`config.mk`:
```
export PLATFORM = sky130hd
export DESIGN_NAME = count_output_latch
export DESIGN_NICKNAME = d
export VERILOG_FILES = /design/src/rtl/count_output_latch.sv
export SDC_FILE = /design/constraint.sdc
export NUM_CORES = 1
export LEC_CHECK = 0
export CAP_MARGIN = 20
export CORE_MARGIN = 1.5
export CORE_UTILIZATION = 52
export DETAILED_ROUTE_END_ITERATION = 12
export PLACE_DENSITY = 0.93
export SKIP_LAST_GASP = 1
export SLEW_MARGIN = 25
export SYNTH_ARGS = -nofsm -noshare
export SYNTH_HDL_FRONTEND = slang
export SYNTH_SLANG_ARGS = --single-unit
```
`constraint.sdc`:
```
create_clock -name clk -period 2.08 [get_ports clk]
set_input_delay 0.416 -clock clk [delete_from_list [all_inputs] [get_ports clk]]
set_output_delay 0.416 -clock clk [all_outputs]
set_load 0.05 [all_outputs]
```
`src/rtl/count_output_latch.sv`:
```
// count_output_latch
// ------------------
// Read side of one 8254 counter. Holds the output latch (OL), which follows
// the counting element until a counter-latch command freezes it. Also holds
// the read-back status latch and the LSB/MSB byte pointer. On each CPU read
// it returns the selected byte on databus.
//
// Ports
//   clk            system clock
//   reset_n        synchronous active-low reset
//   current_count  live counting-element value
//   status_in      live status byte {OUT, NULL_COUNT, RW[1:0], M[2:0], BCD}
//   rw_mode        access mode: 01 LSB, 10 MSB, 11 LSB then MSB, 00 as 01
//   mode_write     control word written to this counter (strobe)
//   latch_count    counter-latch / read-back count-latch command (strobe)
//   latch_status   read-back status-latch command (strobe)
//   read           CPU read of this counter (strobe)
//   databus        byte returned by the most recent read
//   count_latched  OL frozen, awaiting read-out
//   status_latched status byte latched, awaiting read-out
module count_output_latch #(
    parameter int COUNT_WIDTH = 16,
    parameter int DATA_WIDTH  = 8
) (
    input  logic                   clk,
    input  logic                   reset_n,
    input  logic [COUNT_WIDTH-1:0] current_count,
    input  logic [DATA_WIDTH-1:0]  status_in,
    input  logic [1:0]             rw_mode,
    input  logic                   mode_write,
    input  logic                   latch_count,
    input  logic                   latch_status,
    input  logic                   read,
    output logic [DATA_WIDTH-1:0]  databus,
    output logic                   count_latched,
    output logic                   status_latched
);

    logic [COUNT_WIDTH-1:0] ol;
    logic [DATA_WIDTH-1:0]  status_reg;
    logic                   ptr_msb;

    logic word_mode;
    logic sel_msb;
    logic count_read;
    logic status_read;
    logic count_release;
    logic count_free;
    logic status_free;

    function automatic logic [DATA_WIDTH-1:0] pick_byte(
        input logic [COUNT_WIDTH-1:0] value,
        input logic                   hi
    );
        return hi ? value[2*DATA_WIDTH-1:DATA_WIDTH] : value[DATA_WIDTH-1:0];
    endfunction

    always_comb begin
        word_mode     = (rw_mode == 2'b11);
        sel_msb       = (rw_mode == 2'b10) || (word_mode && ptr_msb);
        // A pending status byte always takes the read ahead of the count.
        status_read   = read && status_latched;
        count_read    = read && !status_latched;
        // The read that completes the byte sequence releases the count latch.
        count_release = count_read && (!word_mode || ptr_msb);
        // A new latch may be taken when none is held or when this edge's
        // read releases the one that is held. A set beats a release.
        count_free    = !count_latched || count_release;
        status_free   = !status_latched || status_read;
    end

    always_ff @(posedge clk) begin
        if (!reset_n) begin
            ol             <= '0;
            status_reg     <= '0;
            ptr_msb        <= 1'b0;
            databus        <= '0;
            count_latched  <= 1'b0;
            status_latched <= 1'b0;
        end else if (mode_write) begin
            // Reprogramming drops any pending latch and restarts at LSB.
            // databus keeps the last byte read.
            ol             <= current_count;
            ptr_msb        <= 1'b0;
            count_latched  <= 1'b0;
            status_latched <= 1'b0;
        end else begin
            if (status_read) begin
                databus <= status_reg;
            end else if (count_read) begin
                databus <= pick_byte(ol, sel_msb);
                if (word_mode) begin
                    ptr_msb <= !ptr_msb;
                end
            end

            // OL tracks while unlatched. It takes a fresh snapshot on a
            // latch command that is accepted. On a plain release it holds
            // for this edge and resumes tracking on the following one.
            if (!count_latched || (latch_count && count_free)) begin
                ol <= current_count;
            end
            count_latched <= (count_latched && !count_release) || latch_count;

            if (latch_status && status_free) begin
                status_reg <= status_in;
            end
            status_latched <= (status_latched && !status_read) || latch_status;
        end
    end

endmodule

```
==> results.txt, run 1 <==
Max H-tree Level -> 2
Starting Density -> 54.7%
Routed Antenna Nets -> 0
TritonCTS Buffers -> 5
RR Startpoint -> ptr_msb
DRC -> 0
Cell-internal power -> 1.22 mW
Routed via count -> 1444
Clock slew at reported path FFs -> 110 ps
Clock group share of total power -> 37.9%
Worst Setup Start Kind -> flip-flop
RSZ-0062 raised after global routing -> false
Syn_area_per_cell -> 9.08 um2
Crit-path cells -> clkdlybuf4s50_1
Kind of cell adding the most delay to the critical path -> buffers and inverters
F_max -> 518 MHz
Width of the die -> 59.7 um
Avg WL per Cell -> 13.1 um
Worst r2r path cells -> 4
Outcome -> completed
Largest net degree at the start of global routing -> 33
Hold slack final -> 465 ps
Arr. time, crit path -> 1510 ps
HPWL after DPL -> 2590 um
Hold EP -> ol[14]
Area grow syn2layout -> 34.2%
CTS max path bufs -> 2
Final cell count without fillers -> 269
Max reg flops -> 16
Power per cell area -> 715 nW/um2
FFs w/ async S/R, synth -> 0%
Setup Buffers After CTS -> 0
CTS resizes -> 0
Post-synthesis sequential area ratio -> 41.9%
Dpl cells -> 261
EDFF count, synth -> 0
Logic pwr share -> 16.6%
Vias per std cell -> 5.37
Core area -> 3050 um2
Max-slew headroom -> 58.3%
Crit-path max cell delay -> 810 ps
Syn_nets -> 216
Seq pwr share -> 45.5%
Gr usage total -> 21.9%
Final setup fails -> 0
Clk_skew -> 8.76 ps
Hold crit path type -> flip-flop to flip-flop
#FFs+latches synth -> 35
Clock Latency Late Sink -> 350 ps
Chip height -> 59.7 um
Hold-fix buffers at CTS -> 0
Setup CP Type -> flip-flop to primary output
R2r endpoint -> databus[2]
Synthesized cell area -> 1670 um2
Top-level port count -> 42
Net Sw Frac -> 23.9%
Share of cells above drive strength 1 -> 11.1%
N_diodes -> 0
Setup_tns -> 0 ps
Final core utilization -> 73.4%
Post-Synthesis Cells -> 184
Hold Violations, Final -> 0
Total wire length -> 3530 um
WHS Path Cells -> 2
Fillers -> 224
Grt ovf -> 0
Net switching power figure -> 0.383 mW
PnR worst setup slack -> 150 ps
Worst Setup End Kind -> primary output
Ys Warns -> 0
Reg2Reg Setup Slack -> 590 ps
Leakage -> 0.820 nW
First DRT Iteration DRCs -> 63
CP max FO -> 2
Final period util -> 92.8%
Slowest CP cell -> clkdlybuf4s50_1
IO Port Bufs -> 41
Critical path buffers and inverters -> 1
Period minus WS final -> 1930 ps
Design Area, Final -> 2240 um2
Commonest non-fill, non-tap cell in the layout -> clkdlybuf4s50_1
Final GP Congestion -> 0.818
Placed Area -> 2140 um2
Worst path required time -> 1660 ps
Final net count -> 256
Max Slew Vio Count -> 0
Max-Cap Viols -> 0
Global-route wire length before repair -> 5730 um
Most frequent cells in the layout -> clkdlybuf4s50_1 (40), dfxtp_1 (35), nand2_1 (34), mux2i_1 (16)
Num rows -> 20
Setup WS pre-CTS -> 58.2 ps
Worst vdd ir -> 0.390 mV
Drt pass-1 iters -> 4
Overall power -> 1.60 mW
Least-Margin Pin Slew -> 624 ps
Vias in the first global route -> 1297
Die area -> 3560 um2
Clock net sink count -> 35
CTS tree -> done
Antenna violations before repair -> 0
Hold Startpoint -> ol[14]
Synth cell types -> 26
Root Buffer -> clkbuf_4
Most common flop cell mapped by yosys -> dfxtp_1
[per-layer routing]
metal / vias up / share of wire, % / global-route usage, %
met5: - / 0 / 0
met3: 8 / 4.7 / 6.93
met1: 655 / 44 / 24.4
met2: 47 / 49 / 37.3
met4: 0 / 2.4 / 11.1
li1: 734 / - / -
[Yosys cell counts (3+ instances only)]
| master | count | share of area [%] |
|---|---|---|
| a21oi_1 | 9 | 2.7 |
| dfxtp_1 | 35 | 42 |
| clkbuf_1 | 9 | 2.0 |
| nand4b_1 | 9 | 4.7 |
| nand2_1 | 34 | 7.6 |
| o21ai_0 | 8 | 2.4 |
| inv_1 | 9 | 2.0 |
| a221o_1 | 4 | 2.4 |
| nor2_1 | 3 | 0.67 |
| a21boi_1 | 9 | 4.0 |
| a221o_2 | 4 | 2.7 |
| nand3_1 | 8 | 2.4 |
| mux2i_1 | 16 | 9.6 |
| buf_2 | 3 | 0.90 |
| nand2b_1 | 3 | 1.1 |
| a32o_1 | 8 | 4.8 |
[power by group through the flow]
stage / registers, mW / logic (mW) / clock network (mW)
finish: 0.728 / 0.266 / 0.608
global route: 0.734 / 0.287 / 0.644
CTS: 0.728 / 0.267 / 0.610
detailed placement: 0.744 / 0.265 / 0
global placement: 0.743 / 0.259 / 0
floorplan: 0.768 / 0.127 / 0
[cell families after synthesis]
| group | Yosys count | synth area share [%] |
|---|---|---|
| flip-flops | 35 | 41.9 |
| AND/OR/NAND/NOR | 62 | 19.8 |
| XOR/XNOR | 1 | 0.524 |
| buffers and inverters | 26 | 6.97 |
| multiplexers | 16 | 9.59 |
| AO/OA/AOI/OAI | 44 | 21.2 |
[worst max path at each step]
stage	startpoint	to	slack, ps	cells past startpoint
2_1_floorplan	status_latched	ol[10]	330	4
3_3_place_gp	rw_mode[0]	databus[1]	80	4
3_5_place_dp	rw_mode[0]	databus[3]	60	4
4_1_cts	databus[0]	databus[0]	140	1
5_1_grt	databus[7]	databus[7]	70	1
6_report	databus[0]	databus[0]	150	1
[area by class of cell]
cell class              instances  area, um2  area share [%]
well taps                      44       55.1            2.46
inverters                      10       37.5            1.68
clock buffers                   6       41.3            1.84
flip-flops and latches         35        701            31.3
clock inverters                 2       60.1            2.68
multi-input cells             123        853            38.1
repair buffers                 49        493            22.0
No activity file was read; power rests on OpenSTA's default activity.
==> inputs of run 2 (changes only) <==
--- a/config.mk
+++ b/config.mk
@@ -8,6 +8,7 @@
 export CAP_MARGIN = 20
 export CORE_MARGIN = 1.5
 export CORE_UTILIZATION = 52
+export CTS_CLUSTER_DIAMETER = 200
 export DETAILED_ROUTE_END_ITERATION = 12
 export PLACE_DENSITY = 0.93
 export SKIP_LAST_GASP = 1
==> results of run 2 <==
The final DEF is identical to that of run 1; final timing and power are the same.
==> inputs of run 3 (changes only) <==
--- a/config.mk
+++ b/config.mk
@@ -11,6 +11,7 @@
 export CTS_CLUSTER_DIAMETER = 200
 export DETAILED_ROUTE_END_ITERATION = 12
 export PLACE_DENSITY = 0.93
+export SETUP_SLACK_MARGIN = 0.1
 export SKIP_LAST_GASP = 1
 export SLEW_MARGIN = 25
 export SYNTH_ARGS = -nofsm -noshare
==> results.txt, run 3 (synthesis results as in run 1) <==
Outcome -> completed
Clock group share of total power -> 37.9% (about the same)
Drt pass-1 iters -> 4 (unchanged)
Hold crit path type -> flip-flop to flip-flop
Worst setup startpoint -> databus[0]
RSZ-0062 raised after global routing -> false
Most frequent cells in the layout -> dfxtp_1 (35), clkdlybuf4s50_1 (35), nand2_1 (34), mux2i_1 (16)
Max-Cap Viols -> 0 (unchanged)
Max Slew Vio Count -> 0 (unchanged)
Max-slew headroom -> 58.5% (+0.19 points)
Logic pwr share -> 16.6% (about the same)
Dpl cells -> 261 (unchanged)
IO Port Bufs -> 41 (unchanged)
Final GP Congestion -> 0.818 (unchanged)
Chip height -> 59.7 um (unchanged)
Overall power -> 1.60 mW (about the same)
Worst Setup End Kind -> primary output
Seq pwr share -> 45.5% (about the same)
Final period util -> 92.8% (about the same)
Hold-fix buffers at CTS -> 0 (unchanged)
Clock Latency Late Sink -> 340 ps (about the same)
Final setup fails -> 0 (unchanged)
RR Startpoint -> ptr_msb
Starting Density -> 54.7% (unchanged)
Largest net degree at the start of global routing -> 33 (unchanged)
Vias in the first global route -> 1297 (unchanged)
Least-Margin Pin Slew -> 621 ps (-2.81 ps)
Antenna violations before repair -> 0 (unchanged)
Net switching power figure -> 0.382 mW (about the same)
Hold Violations, Final -> 0 (unchanged)
Final net count -> 256 (unchanged)
Grt ovf -> 0 (unchanged)
Total wire length -> 3550 um (+0.54%)
Reg2Reg Setup Slack -> 590 ps (about the same)
Clock slew at reported path FFs -> 110 ps (about the same)
Clk_skew -> 8.97 ps (+0.211 ps)
Area grow syn2layout -> 34.9%
Routed Antenna Nets -> 0 (unchanged)
PnR worst setup slack -> 151 ps (+0.559 ps)
Critical path buffers and inverters -> 1 (unchanged)
Gr usage total -> 21.9% (unchanged)
Width of the die -> 59.7 um (unchanged)
Core area -> 3050 um2 (unchanged)
TritonCTS Buffers -> 5 (unchanged)
CTS tree -> done
Worst r2r path cells -> 4 (unchanged)
Final cell count without fillers -> 269 (unchanged)
Hold slack final -> 465 ps (unchanged)
Cell-internal power -> 1.22 mW (about the same)
Worst path required time -> 1660 ps (about the same)
Period minus WS final -> 1930 ps (-0.559 ps)
Max reg flops -> 16 (unchanged)
Power per cell area -> 710 nW/um2 (-0.61%)
WHS Path Cells -> 2 (unchanged)
Avg WL per Cell -> 13.2 um (+0.54%)
Kind of cell adding the most delay to the critical path -> buffers and inverters
First DRT Iteration DRCs -> 65 (+3.2%)
Crit-path cells -> clkdlybuf4s50_1
Share of cells above drive strength 1 -> 11.1% (unchanged)
Clock net sink count -> 35 (unchanged)
DRC -> 0 (unchanged)
Setup WS pre-CTS -> 58.2 ps (unchanged)
CP max FO -> 2 (unchanged)
Slowest CP cell -> clkdlybuf4s50_1
CTS max path bufs -> 2 (unchanged)
Die area -> 3560 um2 (unchanged)
HPWL after DPL -> 2590 um (unchanged)
Routed via count -> 1458 (+0.97%)
Root Buffer -> clkbuf_4
CP endpoint -> databus[0]
Leakage -> 0.906 nW (+10%)
Max H-tree Level -> 2 (unchanged)
Setup_tns -> 0 ps (unchanged)
R2r endpoint -> databus[2]
Setup CP Type -> flip-flop to primary output
Levels on crit path -> 1 (unchanged)
Crit-path max cell delay -> 810 ps (about the same)
Arr. time, crit path -> 1510 ps (about the same)
Global-route wire length before repair -> 5730 um (unchanged)
Top-level port count -> 42 (unchanged)
Worst Setup Start Kind -> flip-flop
Worst vdd ir -> 0.390 mV (about the same)
Net Sw Frac -> 23.9% (about the same)
N_diodes -> 0 (unchanged)
Vias per std cell -> 5.42 (+0.97%)
F_max -> 518 MHz (about the same)
Num rows -> 20 (unchanged)
-- run 3: tightest hold or removal path, delay by kind of cell (launching register included) --
family	cells	cell delay, ps
flops	1	320
mux	1	50
simple gates	1	50
-- run 3: final cells by class --
cell class | count | area [um2]
Inverter | 10 | 37.5
Multi-Input combinational cell | 123 | 853
Tap cell | 44 | 55.1
Clock buffer | 6 | 41.3
Timing Repair Buffer | 49 | 505
Fill cell | 219 | 800
Sequential cell | 35 | 701
Clock inverter | 2 | 60.1
-- run 3: worst min-delay path by stage --
stage,endpoint,start
final,ol[14],ol[14]
after floorplan,ol[10],ol[10]
after CTS,ol[14],ol[14]
after global placement,ol[14],ol[14]
after detailed placement,ol[14],ol[14]
after global routing,ol[14],ol[14]
-- run 3: what timing repair did --
item                                    in CTS  in global routing
buffers inserted                             0                  0
endpoints found under the hold margin        0                  0
endpoints found under the setup margin       0                  5
gates resized for setup                      0                  5
-- run 3: layer usage --
| layer | GRT usage [%] | wire, um |
|---|---|---|
| met5 | 0 | 0 |
| met4 | 11.1 | 85 |
| met3 | 6.93 | 190 |
| met2 | 37.3 | 1740 |
| met1 | 24.4 | 1530 |
-- run 3: power by group through the flow --
stage               sequential, mW  combinational [mW]  clock, mW
global route                 0.734               0.286      0.644
CTS                          0.728               0.267      0.610
detailed placement           0.744               0.265          0
floorplan                    0.768               0.127          0
global placement             0.743               0.259          0
finish                       0.728               0.265      0.607
-- run 3: metrics by stage --
step	cell area, um2	utilization [%]
2_1_floorplan	1670	-
3_3_place_gp	2140	70.1
3_5_place_dp	2140	70.1
4_1_cts	2240	73.4
5_1_grt	2250	73.8
6_report	2250	73.8
